==> src/rtl/video_mem_pkg.sv <==
// Shared types and defaults for the video memory responder.
//   vm_state_t  : arbiter states (IDLE, VID_REQ, CPU_REQ)
//   VM_*        : default widths/limits used by the top and the fetch tracker
//   sat_inc4    : saturating 4-bit increment used for age and video streak
package video_mem_pkg;

  typedef enum logic [1:0] {
    IDLE    = 2'd0,
    VID_REQ = 2'd1,
    CPU_REQ = 2'd2
  } vm_state_t;

  localparam int VM_ADDR_W       = 17;
  localparam int VM_DEADLINE     = 3;
  localparam int VM_CPU_MAX_WAIT = 2;
  localparam int VM_AGE_W        = 4;
  localparam int VM_STREAK_W     = 4;

  function automatic logic [3:0] sat_inc4(input logic [3:0] v, input logic [3:0] lim);
    logic [3:0] r;
    if (v >= lim) begin
      r = lim;
    end else begin
      r = v + 4'd1;
    end
    return r;
  endfunction

endpackage

==> src/rtl/video_mem_responder_fetch_tracker.sv <==
// vidmem_fetch_tracker: owns the video-side cache tag and the outstanding
// fetch bookkeeping (tag_addr/tag_valid, req_addr, pending, age, underrun).
// Ports:
//   clk, rst            : clock, asynchronous active-high reset
//   pix_stb, vid_addr   : pixel strobe and requested video address
//   fill, fill_addr     : a byte for fill_addr is now held in vid_din
//                         (video completion or CPU write snoop)
//   pending, req_addr   : outstanding fetch request towards the arbiter
//   tag_addr, tag_valid : address whose byte vid_din currently holds
//   age                 : only with VIDMEM_STATS_EN, pix_stb periods waited
//   underrun            : sticky deadline miss
module vidmem_fetch_tracker
  import video_mem_pkg::*;
#(
  parameter int ADDR_W   = VM_ADDR_W,
  parameter int DEADLINE = VM_DEADLINE
) (
  input  logic                clk,
  input  logic                rst,
  input  logic                pix_stb,
  input  logic [ADDR_W-1:0]   vid_addr,
  input  logic                fill,
  input  logic [ADDR_W-1:0]   fill_addr,
  output logic                pending,
  output logic [ADDR_W-1:0]   req_addr,
  output logic [ADDR_W-1:0]   tag_addr,
  output logic                tag_valid,
`ifdef VIDMEM_STATS_EN
  output logic [VM_AGE_W-1:0] age,
`endif
  output logic                underrun
);

  localparam int AGE_MAX_INT = DEADLINE + 1;
  localparam logic [VM_AGE_W-1:0] AGE_MAX = AGE_MAX_INT[VM_AGE_W-1:0];

  logic [ADDR_W-1:0]   tag_addr_q, tag_addr_d;
  logic                tag_valid_q, tag_valid_d;
  logic [ADDR_W-1:0]   req_addr_q, req_addr_d;
  logic                pending_q, pending_d;
  logic [VM_AGE_W-1:0] age_q, age_d;
  logic                underrun_q, underrun_d;
  logic [ADDR_W-1:0]   cmp_addr;

  // Next-state logic for the tag, the outstanding request, its age and underrun.
  always_comb begin
    tag_addr_d  = tag_addr_q;
    tag_valid_d = tag_valid_q;
    req_addr_d  = req_addr_q;
    pending_d   = pending_q;
    age_d       = age_q;
    // While a fetch is outstanding, compare against what is being fetched so
    // that a held address does not re-arm the request every strobe.
    cmp_addr    = pending_q ? req_addr_q : tag_addr_q;

    if (fill) begin
      tag_addr_d  = fill_addr;
      tag_valid_d = 1'b1;
      if (pending_q && (fill_addr == req_addr_q)) begin
        pending_d = 1'b0;
      end else begin
        pending_d = pending_q;
      end
    end else begin
      tag_valid_d = tag_valid_q;
    end

    // A new address on the strobe wins over a same-cycle completion.
    if (pix_stb) begin
      if ((!pending_q && !tag_valid_q) || (vid_addr != cmp_addr)) begin
        pending_d  = 1'b1;
        req_addr_d = vid_addr;
        age_d      = {VM_AGE_W{1'b0}};
      end else if (pending_d) begin
        age_d = sat_inc4(age_q, AGE_MAX);
      end else begin
        age_d = age_q;
      end
    end else begin
      age_d = age_q;
    end

    underrun_d = underrun_q | (age_d == AGE_MAX);
  end

  // State registers.
  always_ff @(posedge clk or posedge rst) begin
    if (rst) begin
      tag_addr_q  <= {ADDR_W{1'b0}};
      tag_valid_q <= 1'b0;
      req_addr_q  <= {ADDR_W{1'b0}};
      pending_q   <= 1'b0;
      age_q       <= {VM_AGE_W{1'b0}};
      underrun_q  <= 1'b0;
    end else begin
      tag_addr_q  <= tag_addr_d;
      tag_valid_q <= tag_valid_d;
      req_addr_q  <= req_addr_d;
      pending_q   <= pending_d;
      age_q       <= age_d;
      underrun_q  <= underrun_d;
    end
  end

  assign pending   = pending_q;
  assign req_addr  = req_addr_q;
  assign tag_addr  = tag_addr_q;
  assign tag_valid = tag_valid_q;
  assign underrun  = underrun_q;
`ifdef VIDMEM_STATS_EN
  assign age       = age_q;
`endif

endmodule

==> src/rtl/video_mem_responder.sv <==
// video_mem_responder: serves the video controller's byte read port from a
// shared RAM request/ack port, arbitrating with CPU accesses (video first,
// CPU guaranteed a slot after CPU_MAX_WAIT consecutive video fetches).
// Ports:
//   clk_sys, reset             : clock, asynchronous active-high reset
//   pix_stb, vid_addr, vid_din : video read port (vid_din holds between fetches)
//   mem_req/we/addr/wdata      : RAM request, held until mem_ack
//   mem_ack, mem_rdata         : RAM completion pulse and read data
//   cpu_req/we/addr/wdata      : CPU request, held until cpu_ack
//   cpu_rdata, cpu_ack         : CPU read data and completion pulse
//   underrun                   : sticky video deadline miss
// Optional build macro VIDMEM_STATS_EN adds vsync input and fetch_count,
// cpu_count, max_age statistics outputs.
module video_mem_responder
  import video_mem_pkg::*;
#(
  parameter int ADDR_W       = VM_ADDR_W,
  parameter int DEADLINE     = VM_DEADLINE,
  parameter int CPU_MAX_WAIT = VM_CPU_MAX_WAIT
) (
  input  logic              clk_sys,
  input  logic              reset,
  input  logic              pix_stb,
  input  logic [ADDR_W-1:0] vid_addr,
  output logic [7:0]        vid_din,
  output logic              mem_req,
  output logic              mem_we,
  output logic [ADDR_W-1:0] mem_addr,
  output logic [7:0]        mem_wdata,
  input  logic              mem_ack,
  input  logic [7:0]        mem_rdata,
  input  logic              cpu_req,
  input  logic              cpu_we,
  input  logic [ADDR_W-1:0] cpu_addr,
  input  logic [7:0]        cpu_wdata,
  output logic [7:0]        cpu_rdata,
  output logic              cpu_ack,
`ifdef VIDMEM_STATS_EN
  input  logic              vsync,
  output logic [15:0]       fetch_count,
  output logic [15:0]       cpu_count,
  output logic [3:0]        max_age,
`endif
  output logic              underrun
);

  localparam logic [VM_STREAK_W-1:0] STREAK_LIM = CPU_MAX_WAIT[VM_STREAK_W-1:0];

  vm_state_t               state_q, state_d;
  logic                    mem_req_q, mem_req_d;
  logic                    mem_we_q, mem_we_d;
  logic [ADDR_W-1:0]       mem_addr_q, mem_addr_d;
  logic [7:0]              mem_wdata_q, mem_wdata_d;
  logic [7:0]              vid_din_q, vid_din_d;
  logic [7:0]              cpu_rdata_q, cpu_rdata_d;
  logic                    cpu_ack_q, cpu_ack_d;
  logic [VM_STREAK_W-1:0]  vid_streak_q, vid_streak_d;

  logic                    pending_s;
  logic [ADDR_W-1:0]       req_addr_s;
  logic [ADDR_W-1:0]       tag_addr_s;
  logic                    tag_valid_s;
  logic                    fill_s;
  logic [ADDR_W-1:0]       fill_addr_s;
`ifdef VIDMEM_STATS_EN
  logic [VM_AGE_W-1:0]     age_s;
`endif

  vidmem_fetch_tracker #(
    .ADDR_W   (ADDR_W),
    .DEADLINE (DEADLINE)
  ) u_tracker (
    .clk       (clk_sys),
    .rst       (reset),
    .pix_stb   (pix_stb),
    .vid_addr  (vid_addr),
    .fill      (fill_s),
    .fill_addr (fill_addr_s),
    .pending   (pending_s),
    .req_addr  (req_addr_s),
    .tag_addr  (tag_addr_s),
    .tag_valid (tag_valid_s),
`ifdef VIDMEM_STATS_EN
    .age       (age_s),
`endif
    .underrun  (underrun)
  );

  // Arbiter FSM next-state and registered-output logic.
  always_comb begin
    state_d      = state_q;
    mem_req_d    = mem_req_q;
    mem_we_d     = mem_we_q;
    mem_addr_d   = mem_addr_q;
    mem_wdata_d  = mem_wdata_q;
    vid_din_d    = vid_din_q;
    cpu_rdata_d  = cpu_rdata_q;
    cpu_ack_d    = 1'b0;
    vid_streak_d = vid_streak_q;
    fill_s       = 1'b0;
    fill_addr_s  = mem_addr_q;

    case (state_q)
      IDLE: begin
        if (pending_s && (!cpu_req || (vid_streak_q < STREAK_LIM))) begin
          state_d    = VID_REQ;
          mem_req_d  = 1'b1;
          mem_we_d   = 1'b0;
          mem_addr_d = req_addr_s;
        // cpu_req is still high during the cpu_ack cycle; do not re-serve it.
        end else if (cpu_req && !cpu_ack_q) begin
          state_d     = CPU_REQ;
          mem_req_d   = 1'b1;
          mem_we_d    = cpu_we;
          mem_addr_d  = cpu_addr;
          mem_wdata_d = cpu_wdata;
        end else begin
          mem_req_d = 1'b0;
          mem_we_d  = 1'b0;
        end
      end
      VID_REQ: begin
        if (mem_ack) begin
          state_d   = IDLE;
          mem_req_d = 1'b0;
          mem_we_d  = 1'b0;
          // A result for an address the controller has since moved away from
          // is dropped; the tracker keeps the new request pending.
          if (mem_addr_q == req_addr_s) begin
            vid_din_d    = mem_rdata;
            fill_s       = 1'b1;
            vid_streak_d = sat_inc4(vid_streak_q, STREAK_LIM);
          end else begin
            vid_din_d = vid_din_q;
          end
        end else begin
          state_d = VID_REQ;
        end
      end
      CPU_REQ: begin
        if (mem_ack) begin
          state_d      = IDLE;
          mem_req_d    = 1'b0;
          mem_we_d     = 1'b0;
          cpu_ack_d    = 1'b1;
          vid_streak_d = {VM_STREAK_W{1'b0}};
          if (!mem_we_q) begin
            cpu_rdata_d = mem_rdata;
          // Snoop: a write to the displayed byte refreshes it without refetch.
          end else if (tag_valid_s && (mem_addr_q == tag_addr_s)) begin
            vid_din_d = mem_wdata_q;
            fill_s    = 1'b1;
          end else begin
            cpu_rdata_d = cpu_rdata_q;
          end
        end else begin
          state_d = CPU_REQ;
        end
      end
      default: begin
        state_d   = IDLE;
        mem_req_d = 1'b0;
        mem_we_d  = 1'b0;
      end
    endcase
  end

  // FSM state and output registers.
  always_ff @(posedge clk_sys or posedge reset) begin
    if (reset) begin
      state_q      <= IDLE;
      mem_req_q    <= 1'b0;
      mem_we_q     <= 1'b0;
      mem_addr_q   <= {ADDR_W{1'b0}};
      mem_wdata_q  <= 8'h00;
      vid_din_q    <= 8'h00;
      cpu_rdata_q  <= 8'h00;
      cpu_ack_q    <= 1'b0;
      vid_streak_q <= {VM_STREAK_W{1'b0}};
    end else begin
      state_q      <= state_d;
      mem_req_q    <= mem_req_d;
      mem_we_q     <= mem_we_d;
      mem_addr_q   <= mem_addr_d;
      mem_wdata_q  <= mem_wdata_d;
      vid_din_q    <= vid_din_d;
      cpu_rdata_q  <= cpu_rdata_d;
      cpu_ack_q    <= cpu_ack_d;
      vid_streak_q <= vid_streak_d;
    end
  end

  assign mem_req   = mem_req_q;
  assign mem_we    = mem_we_q;
  assign mem_addr  = mem_addr_q;
  assign mem_wdata = mem_wdata_q;
  assign vid_din   = vid_din_q;
  assign cpu_rdata = cpu_rdata_q;
  assign cpu_ack   = cpu_ack_q;

`ifdef VIDMEM_STATS_EN
  logic                vsync_q;
  logic [15:0]         fetch_count_q, fetch_count_d;
  logic [15:0]         cpu_count_q, cpu_count_d;
  logic [VM_AGE_W-1:0] max_age_q, max_age_d;
  logic                vid_done_s, cpu_done_s;

  // Statistics counters; cleared on a vsync rising edge.
  always_comb begin
    vid_done_s    = (state_q == VID_REQ) && mem_ack && (mem_addr_q == req_addr_s);
    cpu_done_s    = (state_q == CPU_REQ) && mem_ack;
    fetch_count_d = fetch_count_q;
    cpu_count_d   = cpu_count_q;
    max_age_d     = max_age_q;
    if (vsync && !vsync_q) begin
      fetch_count_d = 16'd0;
      cpu_count_d   = 16'd0;
      max_age_d     = {VM_AGE_W{1'b0}};
    end else begin
      if (vid_done_s) begin
        fetch_count_d = fetch_count_q + 16'd1;
        max_age_d     = (age_s > max_age_q) ? age_s : max_age_q;
      end else begin
        fetch_count_d = fetch_count_q;
      end
      if (cpu_done_s) begin
        cpu_count_d = cpu_count_q + 16'd1;
      end else begin
        cpu_count_d = cpu_count_q;
      end
    end
  end

  // Statistics registers.
  always_ff @(posedge clk_sys or posedge reset) begin
    if (reset) begin
      vsync_q       <= 1'b0;
      fetch_count_q <= 16'd0;
      cpu_count_q   <= 16'd0;
      max_age_q     <= {VM_AGE_W{1'b0}};
    end else begin
      vsync_q       <= vsync;
      fetch_count_q <= fetch_count_d;
      cpu_count_q   <= cpu_count_d;
      max_age_q     <= max_age_d;
    end
  end

  assign fetch_count = fetch_count_q;
  assign cpu_count   = cpu_count_q;
  assign max_age     = max_age_q;
`endif

endmodule

==> config.mk <==
export PLATFORM = sky130hd
export DESIGN_NAME = video_mem_responder
export DESIGN_NICKNAME = d
export VERILOG_FILES = /design/src/rtl/video_mem_pkg.sv /design/src/rtl/video_mem_responder_fetch_tracker.sv /design/src/rtl/video_mem_responder.sv
export SDC_FILE = /design/constraint.sdc
export NUM_CORES = 1
export LEC_CHECK = 0
export BUFFER_PORTS_ARGS = -buffer_cell sky130_fd_sc_hd__buf_4
export CORE_ASPECT_RATIO = 1.2
export CORE_UTILIZATION = 50
export CTS_CLUSTER_DIAMETER = 100
export DETAILED_ROUTE_END_ITERATION = 12
export MAX_ROUTING_LAYER = met4
export PLACE_DENSITY = 0.78
export SYNTH_ARGS = -nofsm -noshare
export SYNTH_HDL_FRONTEND = slang
export SYNTH_SLANG_ARGS = --single-unit
==> constraint.sdc <==
create_clock -name clk_sys -period 3.3 [get_ports clk_sys]
set_clock_uncertainty 0.1 [all_clocks]
set_input_delay 0.495 -clock clk_sys [delete_from_list [all_inputs] [get_ports clk_sys]]
set_output_delay 0.495 -clock clk_sys [all_outputs]
set_load 0.05 [all_outputs]
==> results of run 1 <==
cell usage after synthesis (2+ instances only):
master                     count
sky130_fd_sc_hd__ha_1          7
sky130_fd_sc_hd__o211ai_1      2
sky130_fd_sc_hd__and2_1        3
sky130_fd_sc_hd__and3_1        5
sky130_fd_sc_hd__mux2i_1      34
sky130_fd_sc_hd__clkbuf_1      6
sky130_fd_sc_hd__nand3_1       6
sky130_fd_sc_hd__a21oi_1       3
sky130_fd_sc_hd__o31ai_1       2
sky130_fd_sc_hd__buf_2         5
sky130_fd_sc_hd__a22o_1        2
sky130_fd_sc_hd__o22a_1        2
sky130_fd_sc_hd__xor2_1       17
sky130_fd_sc_hd__xnor2_1      33
sky130_fd_sc_hd__nand4_1       5
sky130_fd_sc_hd__nor2_1        8
sky130_fd_sc_hd__nor4_1        8
sky130_fd_sc_hd__o22ai_1       2
sky130_fd_sc_hd__nand2_1      33
sky130_fd_sc_hd__a22oi_1       2
sky130_fd_sc_hd__mux2_2       68
sky130_fd_sc_hd__dfrtp_1      91
sky130_fd_sc_hd__nor3_1        2
sky130_fd_sc_hd__nand2b_1      3
sky130_fd_sc_hd__o21bai_1      2
sky130_fd_sc_hd__inv_1        12
sky130_fd_sc_hd__o21ai_0      25
kinds of logic after synthesis:
kind of cell,Yosys count,share of synthesized area (%)
buffers and inverters,25,2.28
muxes,102,23.5
adders and majority gates,7,1.86
AOI/OAI and AO/OA,47,6.37
DFF,91,48.3
xor gates and xnor gates,50,9.29
and+or+nand+nor,78,8.42
per-layer routing:
layer	vias up	wire (um)	track usage, %
met4	0	189	9.33
met5	-	0	-
met3	14	449	4.92
li1	1627	-	-
met2	84	5240	38.0
met1	1717	4810	30.6
sequential cells by signal, summed over array words and instances (netlist names), 2 cells and up:
register,count
u_tracker.tag_addr,17
vid_streak_q,4
mem_wdata,8
u_tracker.req_addr,17
u_tracker.age_q,4
state_q,2
vid_din,8
mem_addr,17
cpu_rdata,8
metrics by stage:
stage                     instances  power [W]
after floorplan                 400    0.00270
after global placement          616    0.00321
after detailed placement        616    0.00325
after CTS                       632    0.00410
after global routing            632    0.00427
final                           632    0.00406
cell type report:
cell class | count | area (sq um) | share of cell area (%)
clock buffer | 10 | 138 | 2.35
clock inverter | 6 | 88.8 | 1.52
inverter | 12 | 46.3 | 0.791
multi-input combinational | 284 | 2330 | 39.9
sequential | 91 | 2280 | 38.9
tap | 120 | 150 | 2.57
timing repair buffer | 109 | 818 | 14.0
final timing paths:
check / slack [ps] / cells past startpoint / end
hold / removal: 100 / 2 / u_tracker.tag_addr[12]$_DFFE_PP0N_
max in group asynchronous: 2160 / 3 / mem_addr[5]$_DFFE_PP0P_
setup / recovery: 540 / 8 / u_tracker.underrun$_DFF_PP0_
hold reg to reg: 410 / 1 / u_tracker.tag_valid$_DFFE_PP0N_
min in group clk_sys: 260 / 2 / mem_wdata[2]$_DFFE_PP0P_
setup reg to reg: 540 / 8 / u_tracker.underrun$_DFF_PP0_
critical path: cells and delay by family (launching register included):
kind	cells	cell delay, ps
compound gates	2	490
flops	1	420
xor+xnor	1	100
buf+inv	1	320
simple gates	3	940
mux	1	280
power groups by stage:
stage / sequential, W / clock (W) / combinational, W
2_1_floorplan: 0.00214 / 0 / 0.000560
4_1_cts: 0.00158 / 0.000867 / 0.00165
3_3_place_gp: 0.00159 / 0 / 0.00162
6_report: 0.00158 / 0.000844 / 0.00164
5_1_grt: 0.00161 / 0.000909 / 0.00174
3_5_place_dp: 0.00160 / 0 / 0.00165
==> flow_metrics.env, run 1 <==
export IMPL_post_cts_setup_buffer_count=0
export IMPL_place_congestion=0.872
export IMPL_numCtsBuffers=9
export IMPL_final_layout_size_suffix_gt1_share_pct=38.9
export IMPL_status="finished, final reports clean"
export IMPL_synth_yosys_warnings=0
export IMPL_seqPwrFrac_pct=38.9
export IMPL_die_w_um=90.6
export IMPL_critical_path_max_fanout=16
export IMPL_most_frequent_standard_cell_in_the_layout_excluding_fill_and_tap_cells="sky130_fd_sc_hd__buf_4"
export IMPL_setup_viol=0
export IMPL_cpMaxStageDelayCell="sky130_fd_sc_hd__or3_4"
export IMPL_tightest_slew_ps=872
export IMPL_netlist_area_leader_share_pct=48.3
export IMPL_grt_pass1_vias=3548
export IMPL_final_util_pct=64.4
export IMPL_mostFrequentLayoutCells="109 x sky130_fd_sc_hd__buf_4, 91 x sky130_fd_sc_hd__dfrtp_1, 68 x sky130_fd_sc_hd__mux2_2"
export IMPL_rr_startpoint="u_tracker.pending$_DFF_PP0_"
export IMPL_die_height_um=108
export IMPL_initial_core_util_pct=51.9
export IMPL_placed_cell_area_sq_mm=0.00563
export IMPL_crit_arrival_ps=2930
export IMPL_insertion_delay_ps=360
export IMPL_drt_iter0_drc=112
export IMPL_placeableCoreArea_sq_mm=0.00908
export IMPL_ys_top_cells_by_area="sky130_fd_sc_hd__dfrtp_1 48%, sky130_fd_sc_hd__mux2_2 16%, sky130_fd_sc_hd__mux2i_1 7.2%"
export IMPL_fin_worst_hold_slack_ps=99.6
export IMPL_fin_nets=570
export IMPL_combinationalPowerShare_pct=40.3
export IMPL_n_fill_cell=708
export IMPL_achievable_frequency_ghz=0.362
export IMPL_insertedDiodeCount=0
export IMPL_root_buffer="sky130_fd_sc_hd__clkbuf_8"
export IMPL_critical_path_max_stage_delay_ps=450
export IMPL_synth_area_per_cell_sq_um=11.8
export IMPL_global_route_usage_total_pct=24.1
export IMPL_slew_limit_headroom_pct=41.7
export IMPL_wirelength_mm=10.7
export IMPL_synth_ff_type="sky130_fd_sc_hd__dfrtp_1"
export IMPL_timing_worst_setup_path_type="flip-flop to flip-flop"
export IMPL_setup_tns_final_ps=0
export IMPL_finalInstanceArea_sq_mm=0.00585
export IMPL_setup_repair_after_global_routing_missed_its_margin="no"
export IMPL_cts_hold_buffers_added=0
export IMPL_cp_cell_sequence="buf_4 -> mux2i_1 -> xnor2_1 -> nor4_1 -> nand3_1 -> or3_4 -> o31a_1 -> a221oi_2"
export IMPL_avgRoutedWirePerCell_um=16.9
export IMPL_setup_worst_path_start_class="flip-flop"
export IMPL_design_portCount=101
export IMPL_critPathLaunch="u_tracker.pending$_DFF_PP0_"
export IMPL_post_synthesis_to_final_layout_area_growth_pct=24.2
export IMPL_leakagePower_nw=2.87
export IMPL_cts_sink_count=91
export IMPL_required_ps=3470
export IMPL_core_rowCount=38
export IMPL_synth_edf_count=0
export IMPL_design_die_area_sq_mm=0.00982
export IMPL_period_share_pct=83.8
export IMPL_share_clk_of_total_power_pct=20.8
export IMPL_postRouteAntennaNets=0
export IMPL_global_route_wire_length_before_repair_mm=17.7
export IMPL_largest_net_degree_at_the_start_of_global_routing=39
export IMPL_clock_path_buffers=2
export IMPL_detail_route_vias_per_cell=5.45
export IMPL_firstDrtPassIters=5
export IMPL_synth_cells=400
export IMPL_period_minus_slack_ps=2760
export IMPL_cellInternalPower_w=0.00236
export IMPL_grt_remaining_overflow=0
export IMPL_ys_seq_area_share_pct=48.3
export IMPL_cts_max_level=3
export IMPL_critPathCaptureType="flip-flop"
export IMPL_timing_final_ws_setup_ps=535
export IMPL_port_buffer_count=100
export IMPL_synth_seq_cells=91
export IMPL_max_cap_violations=0
export IMPL_cts_repair_resized=0
export IMPL_pwr_density_cell_mw_per_mm2=694
export IMPL_synth_top_cell_by_area="sky130_fd_sc_hd__dfrtp_1"
export IMPL_antenna_violations_before_repair=0
export IMPL_synth_async_sr_flop_share_pct=100
export IMPL_dp_final_hpwl_mm=8.00
export IMPL_power_switching_w=0.00170
export IMPL_place_ws_ps=574
export IMPL_synth_net_count=463
export IMPL_yosys_cell_types_count=39
export IMPL_power_ir_vdd_worst_mv=0.438
export IMPL_route_detailed_drc=0
export IMPL_final_hold_violation_count=0
export IMPL_swShare_pct=41.9
export IMPL_syn_cell_area_sq_mm=0.00471
export IMPL_min_delay_path_class="input pin to asynchronous set/reset pin"
export IMPL_clock_slew_seen_by_the_registers_of_the_worst_setup_and_hold_paths_ps=90
export IMPL_vias=3442
export IMPL_final_max_slew_violation_count=0
export IMPL_tritoncts="built"
Note: power is estimated with default switching activity, not from simulation.
==> run 2, diff against run 1 <==
--- a/config.mk
+++ b/config.mk
@@ -5,6 +5,7 @@
 export SDC_FILE = /design/constraint.sdc
 export NUM_CORES = 1
 export LEC_CHECK = 0
+export ABC_AREA = 1
 export BUFFER_PORTS_ARGS = -buffer_cell sky130_fd_sc_hd__buf_4
 export CORE_ASPECT_RATIO = 1.2
 export CORE_UTILIZATION = 50
==> constraint.sdc (replaced) <==
create_clock -name clk_sys -period 2.6 [get_ports clk_sys]
set_clock_uncertainty 0.1 [all_clocks]
set_input_delay 0.39 -clock clk_sys [delete_from_list [all_inputs] [get_ports clk_sys]]
set_output_delay 0.39 -clock clk_sys [all_outputs]
set_load 0.05 [all_outputs]
==> run 2 against run 1 <==
Compared with the run above: core utilization shrank 0.60 points; final cell count is 36% higher; first-iteration DRC count grew 140%; die area increased by 2.3%; via count up 32%; critical path depth unchanged; highest routed layer unchanged.
==> flow_metrics.env, run 2 <==
export IMPL_status="finished, final reports clean"
export IMPL_crit_arrival_ps=2540
export IMPL_vias=4532
export IMPL_tightest_slew_ps=796
export IMPL_cts_hold_buffers_added=0
export IMPL_synth_net_count=692
export IMPL_timing_worst_setup_path_type="flip-flop to flip-flop"
export IMPL_final_hold_violation_count=0
export IMPL_synth_ff_type="sky130_fd_sc_hd__dfrtp_1"
export IMPL_critical_path_max_stage_delay_ps=610
export IMPL_initial_core_util_pct=52.3
export IMPL_dp_final_hpwl_mm=9.69
export IMPL_insertion_delay_ps=370
export IMPL_wirelength_mm=12.9
export IMPL_core_rowCount=38
export IMPL_fin_nets=795
export IMPL_clock_slew_seen_by_the_registers_of_the_worst_setup_and_hold_paths_ps=90
export IMPL_synth_edf_count=0
export IMPL_firstDrtPassIters=5
export IMPL_most_frequent_standard_cell_in_the_layout_excluding_fill_and_tap_cells="sky130_fd_sc_hd__nand2_1"
export IMPL_route_detailed_drc=0
export IMPL_final_layout_size_suffix_gt1_share_pct=19.8
export IMPL_setup_repair_after_global_routing_missed_its_margin="no"
export IMPL_period_share_pct=90.6
export IMPL_die_height_um=110
export IMPL_global_route_usage_total_pct=28.3
export IMPL_min_delay_path_class="input pin to asynchronous set/reset pin"
export IMPL_achievable_frequency_ghz=0.425
export IMPL_global_route_wire_length_before_repair_mm=21.2
export IMPL_yosysMostFrequentCell="sky130_fd_sc_hd__nand2_1"
export IMPL_cpMaxStageDelayCell="sky130_fd_sc_hd__o31ai_4"
export IMPL_cpMostUsedCell="sky130_fd_sc_hd__nand3_1"
export IMPL_cts_max_level=3
export IMPL_ys_top_cells_by_area="sky130_fd_sc_hd__dfrtp_1 47%, sky130_fd_sc_hd__nand2_1 17%, sky130_fd_sc_hd__inv_1 5.8%"
export IMPL_critPathCaptureType="flip-flop"
export IMPL_mostFrequentLayoutCells="223 x sky130_fd_sc_hd__nand2_1, 109 x sky130_fd_sc_hd__buf_4, 91 x sky130_fd_sc_hd__dfrtp_1"
export IMPL_clock_path_buffers=2
export IMPL_report_power_total_w=0.00560
export IMPL_tritoncts="built"
export IMPL_rr_startpoint="state_q[0]$_DFFE_PP0P_"
export IMPL_grt_pass1_vias=4494
export IMPL_synth_top_cells_by_count="223 x sky130_fd_sc_hd__nand2_1, 91 x sky130_fd_sc_hd__dfrtp_1, 74 x sky130_fd_sc_hd__inv_1"
export IMPL_grt_remaining_overflow=0
export IMPL_pwr_density_cell_mw_per_mm2=951
export IMPL_synth_area_per_cell_sq_um=7.67
export IMPL_post_synthesis_to_final_layout_area_growth_pct=22.1
export IMPL_largest_net_degree_at_the_start_of_global_routing=36
export IMPL_power_ir_vdd_worst_mv=0.721
export IMPL_avgRoutedWirePerCell_um=15.1
export IMPL_critPathLaunch="state_q[0]$_DFFE_PP0P_"
export IMPL_place_congestion=0.924
export IMPL_period_minus_slack_ps=2360
export IMPL_setup_tns_final_ps=0
export IMPL_slew_limit_headroom_pct=46.8
export IMPL_detail_route_vias_per_cell=5.29
export IMPL_port_buffer_count=100
export IMPL_antenna_violations_before_repair=0
export IMPL_drt_iter0_drc=266
export IMPL_critical_path_max_fanout=16
export IMPL_setup_worst_path_start_class="flip-flop"
export IMPL_synth_cells=629
export IMPL_synth_seq_cells=91
export IMPL_insertedDiodeCount=0
export IMPL_worst_path_buf_inv=1
export IMPL_path_delay_family="compound AO/OA/AOI/OAI gates"
export IMPL_design_portCount=101
export IMPL_max_cap_violations=0
export IMPL_cts_repair_resized=0
export IMPL_postRouteAntennaNets=0
export IMPL_netlist_area_leader_share_pct=47.2
export IMPL_post_cts_setup_buffer_count=0
export IMPL_synth_async_sr_flop_share_pct=100
export IMPL_synth_yosys_warnings=0
export IMPL_final_max_slew_violation_count=0
export IMPL_yosys_cell_types_count=34
export IMPL_syn_cell_area_sq_mm=0.00482
export IMPL_ys_seq_area_share_pct=47.2
export IMPL_die_w_um=91.7
export IMPL_synth_top_cell_by_area="sky130_fd_sc_hd__dfrtp_1"
export IMPL_design_die_area_sq_mm=0.0100
export IMPL_cp_cell_sequence="inv_1 -> ha_1 -> nand3_1 -> nor3_1 -> nand3_1 -> o31ai_4 -> nor2_1 -> a31oi_1"
export IMPL_placeableCoreArea_sq_mm=0.00922
export IMPL_setup_viol=0
export IMPL_required_ps=2790
export IMPL_cts_sink_count=91
export IMPL_numCtsBuffers=9
export IMPL_leakagePower_nw=3.09
export IMPL_root_buffer="sky130_fd_sc_hd__clkbuf_8"
[run 2: changes by cell type after synthesis, moves of 7 or more]
cell                       delta
sky130_fd_sc_hd__nand2_1    +190
sky130_fd_sc_hd__inv_1       +62
sky130_fd_sc_hd__mux2_2      -60
sky130_fd_sc_hd__nor2_1      +35
sky130_fd_sc_hd__mux2i_1     -34
sky130_fd_sc_hd__xnor2_1     -31
sky130_fd_sc_hd__o21ai_0     +28
sky130_fd_sc_hd__o21ai_1     +26
sky130_fd_sc_hd__o211ai_1    +14
sky130_fd_sc_hd__a31oi_1     +10
sky130_fd_sc_hd__nor4_1       -8
sky130_fd_sc_hd__xor2_1       -8
sky130_fd_sc_hd__nand3_1      +7
[run 2: cell families after synthesis]
| kind of cell | synth area share, % |
|---|---|
| xor+xnor | 2.00 |
| compound gates | 14.3 |
| fa+ha+maj | 1.82 |
| simple gates | 24.5 |
| buf+inv | 8.20 |
| flops | 47.2 |
| mux | 1.87 |
[run 2: final cells by class]
cell class / instances / area [sq um]
fillers: 822 / 3340
flip-flops and latches: 91 / 2280
inverters: 78 / 297
multi-input cells: 442 / 2150
clock inverters: 7 / 52.6
repair buffers: 110 / 838
clock buffers: 9 / 124
well taps: 120 / 150
[run 2: worst paths after layout]
kind                                                      endpoint  slack (ps)  cells after the start
worst max-delay path                        vid_din[6]$_DFFE_PP0P_         240                      8
worst min-delay path                      mem_addr[15]$_DFFE_PP0P_          60                      2
worst max register to register              vid_din[6]$_DFFE_PP0P_         240                      8
worst min register to register         vid_streak_q[3]$_DFFE_PP0P_         380                      2
max in group asynchronous       u_tracker.tag_addr[10]$_DFFE_PP0N_        1640                      3
min in group clk_sys                      mem_wdata[1]$_DFFE_PP0P_         110                      3
[run 2: metrics by stage]
stage | util, % | cells | setup WS [ps] | hold slack, ps | instance area, sq um
2_1_floorplan | - | 629 | 413 | 337 | 4830
3_3_place_gp | 61.9 | 841 | 409 | 357 | 5710
3_5_place_dp | 61.9 | 841 | 302 | 360 | 5710
4_1_cts | 63.8 | 857 | 278 | 69.4 | 5890
5_1_grt | 63.8 | 857 | 73.3 | 91.8 | 5890
6_report | 63.8 | 857 | 244 | 60.2 | 5890
[run 2: layer usage]
metal  up-vias  global-route usage (%)  wire length [um]
met5         -                       -                 0
met3        43                    5.53               706
met1      2081                    33.0              5280
met2       186                    47.7              6480
met4         0                    12.6               441
li1       2222                       -                 -
[run 2: where the power goes]
group	switching, W	internal [W]
Sequential	0.000281	0.00172
Combinational	0.00187	0.000824
Clock	0.000543	0.000354
==> run 3, diff against run 2 <==
--- a/config.mk
+++ b/config.mk
@@ -12,7 +12,7 @@
 export CTS_CLUSTER_DIAMETER = 100
 export DETAILED_ROUTE_END_ITERATION = 12
 export MAX_ROUTING_LAYER = met4
-export PLACE_DENSITY = 0.78
+export PLACE_DENSITY = 0.81
 export SYNTH_ARGS = -nofsm -noshare
 export SYNTH_HDL_FRONTEND = slang
 export SYNTH_SLANG_ARGS = --single-unit
==> constraint.sdc (replaced) <==
create_clock -name clk_sys -period 2.1 [get_ports clk_sys]
set_clock_uncertainty 0.1 [all_clocks]
set_input_delay 0.315 -clock clk_sys [delete_from_list [all_inputs] [get_ports clk_sys]]
set_output_delay 0.315 -clock clk_sys [all_outputs]
set_load 0.05 [all_outputs]
==> run 3 against run 2 <==
Compared with the run above: the flow now finishes with violations (setup timing); wire length up 3.5%; via count up 5.1%; global-route usage down 0.17 points; sequential power up 25%; sequential cell count unchanged; maximum frequency up 11%; critical endpoint is now vid_din[7]$_DFFE_PP0P_.
==> flow_metrics.env, run 3 (synthesis results as in run 2) <==
export IMPL_postRouteAntennaNets=0
export IMPL_wirelength_mm=13.4
export IMPL_cp_cell_sequence="xor2_2 -> nor2_2 -> nand2_1 -> nor2_1 -> nand3_2 -> buf_6 -> o31ai_4 -> buf_12 -> nor2_1 -> a31oi_1"
export IMPL_setup_tns_final_ps=-95.0
export IMPL_port_buffer_count=100
export IMPL_clock_slew_seen_by_the_registers_of_the_worst_setup_and_hold_paths_ps=100
export IMPL_min_delay_path_class="input pin to flip-flop"
export IMPL_power_ir_vdd_worst_mv=0.911
export IMPL_period_share_pct=101
export IMPL_pwr_density_cell_mw_per_mm2=1140
export IMPL_share_clk_of_total_power_pct=15.5
export IMPL_setup_worst_path_start_class="flip-flop"
export IMPL_fin_worst_hold_slack_ps=31.3
export IMPL_firstDrtPassIters=5
export IMPL_core_rowCount=38
export IMPL_placeableCoreArea_sq_mm=0.00922
export IMPL_critical_path_max_fanout=8
export IMPL_placed_cells=842
export IMPL_avgRoutedWirePerCell_um=15.2
export IMPL_cts_max_level=3
export IMPL_worst_hold_path_num_cells=3
export IMPL_cellInternalPower_w=0.00377
export IMPL_rr_startpoint="u_tracker.tag_addr[16]$_DFFE_PP0N_"
export IMPL_ff2ff_path_depth=10
export IMPL_fin_nets=816
export IMPL_fin_cells=878
export IMPL_failed_checks="setup timing"
export IMPL_design_portCount=101
export IMPL_mostFrequentLayoutCells="217 x sky130_fd_sc_hd__nand2_1, 120 x sky130_fd_sc_hd__buf_4, 75 x sky130_fd_sc_hd__dfrtp_1"
export IMPL_clock_path_buffers=2
export IMPL_most_frequent_standard_cell_in_the_layout_excluding_fill_and_tap_cells="sky130_fd_sc_hd__nand2_1"
export IMPL_drt_iter0_drc=291
export IMPL_cpMostUsedCell="sky130_fd_sc_hd__nor2_1"
export IMPL_place_congestion=0.870
export IMPL_critical_path_reg2reg_endpoint="vid_din[7]$_DFFE_PP0P_"
export IMPL_crit_arrival_ps=2310
export IMPL_n_fill_cell=746
export IMPL_critPathCaptureType="flip-flop"
export IMPL_leakagePower_nw=3.23
export IMPL_reg2reg_slack_ps=-20
export IMPL_cts_sink_count=91
export IMPL_final_hold_violation_count=0
export IMPL_setup_viol=7
export IMPL_slew_limit_headroom_pct=65.3
export IMPL_timing_final_ws_setup_ps=-23.8
export IMPL_grt_pass1_vias=4552
export IMPL_post_synthesis_to_final_layout_area_growth_pct=30.9
export IMPL_numCtsBuffers=9
export IMPL_required_ps=2290
export IMPL_insertedDiodeCount=0
export IMPL_final_max_slew_violation_count=0
export IMPL_detail_route_vias_per_cell=5.42
export IMPL_dp_final_hpwl_mm=9.50
export IMPL_achievable_frequency_ghz=0.471
export IMPL_timing_worst_setup_path_type="flip-flop to flip-flop"
export IMPL_power_switching_w=0.00344
export IMPL_global_route_usage_total_pct=28.1
export IMPL_status="finished with violations"
export IMPL_design_die_area_sq_mm=0.0100
export IMPL_min_from="cpu_wdata[4]"
export IMPL_final_layout_size_suffix_gt1_share_pct=30.1
export IMPL_setup_repair_after_global_routing_missed_its_margin="yes"
export IMPL_initial_core_util_pct=52.3
export IMPL_worstHoldEndpoint="mem_wdata[4]$_DFFE_PP0P_"
export IMPL_grt_remaining_overflow=0
export IMPL_period_minus_slack_ps=2120
export IMPL_root_buffer="sky130_fd_sc_hd__clkbuf_8"
export IMPL_tightest_slew_ps=521
export IMPL_vias=4763
export IMPL_max_cap_violations=0
export IMPL_critical_path_max_stage_delay_ps=450
export IMPL_tritoncts="built"
export IMPL_largest_net_degree_at_the_start_of_global_routing=92
export IMPL_die_height_um=110
export IMPL_die_w_um=91.7
export IMPL_report_power_total_w=0.00721
export IMPL_global_route_wire_length_before_repair_mm=21.0
export IMPL_final_util_pct=68.4
export IMPL_seqPwrFrac_pct=35.0
export IMPL_route_detailed_drc=0
export IMPL_combinationalPowerShare_pct=49.5
export IMPL_cpMaxStageDelayCell="sky130_fd_sc_hd__dfrtp_2"
export IMPL_swShare_pct=47.7
export IMPL_antenna_violations_before_repair=0
export IMPL_insertion_delay_ps=370
[run 3: cell type report]
| class | instances | area, sq um | area share [%] |
|---|---|---|---|
| clock buffer | 9 | 124 | 1.96 |
| tap | 120 | 150 | 2.38 |
| clock inverter | 7 | 57.6 | 0.912 |
| multi-input combinational | 442 | 2290 | 36.4 |
| inverter | 78 | 297 | 4.70 |
| sequential | 91 | 2300 | 36.4 |
| timing repair buffer | 131 | 1090 | 17.3 |
[run 3: power by group through the flow]
stage	registers [W]	logic [W]	clock network (W)
floorplan	0.00363	0.00117	0
global placement	0.00251	0.00331	0
detailed placement	0.00253	0.00336	0
CTS	0.00250	0.00345	0.00114
global route	0.00257	0.00383	0.00123
finish	0.00252	0.00357	0.00112
[run 3: worst max path at each step]
stage | startpoint | endpoint | slack [ps] | cells after the start
2_1_floorplan | mem_addr[9]$_DFFE_PP0P_ | vid_din[7]$_DFFE_PP0P_ | 5 | 10
3_3_place_gp | state_q[0]$_DFFE_PP0P_ | u_tracker.underrun$_DFF_PP0_ | -90 | 14
3_5_place_dp | state_q[0]$_DFFE_PP0P_ | u_tracker.underrun$_DFF_PP0_ | -130 | 14
4_1_cts | mem_addr[16]$_DFFE_PP0P_ | vid_din[7]$_DFFE_PP0P_ | 2 | 11
5_1_grt | u_tracker.tag_addr[16]$_DFFE_PP0N_ | vid_din[3]$_DFFE_PP0P_ | -110 | 10
6_report | u_tracker.tag_addr[16]$_DFFE_PP0N_ | vid_din[7]$_DFFE_PP0P_ | -20 | 10
[run 3: routing by layer]
| layer | routed length [um] | share of wire [%] | vias to the layer above | track usage [%] |
|---|---|---|---|---|
| met2 | 6960 | 52 | 211 | 49.0 |
| met1 | 5070 | 38 | 2239 | 31.2 |
| li1 | - | - | 2275 | - |
| met3 | 937 | 7.0 | 38 | 5.46 |
| met4 | 391 | 2.9 | 0 | 13.3 |
| met5 | 0 | 0 | - | - |
[run 3: stage by stage]
stage / setup WS, ps / instance area [sq um]
after floorplan: 5.50 / 4840
after global placement: -89.7 / 5800
after detailed placement: -129 / 5800
after CTS: 2.14 / 6110
after global routing: -111 / 6310
final: -23.8 / 6310
[run 3: critical path: cells and delay by family (launching register included)]
family                    cells  cell delay, ps
DFF                           1             450
AOI/OAI and AO/OA             2             420
and+or+nand+nor               5             560
xor gates and xnor gates      1             180
buffers and inverters         2             340
[run 3: what timing repair did]
action                                  CTS  global route
pin swaps                                 6            24
resized for setup                        13            50
gates cloned                              1             1
hold endpoints to repair                 18             0
setup buffers                             8            10
hold buffers                              1             0
endpoints found under the setup margin    4            30
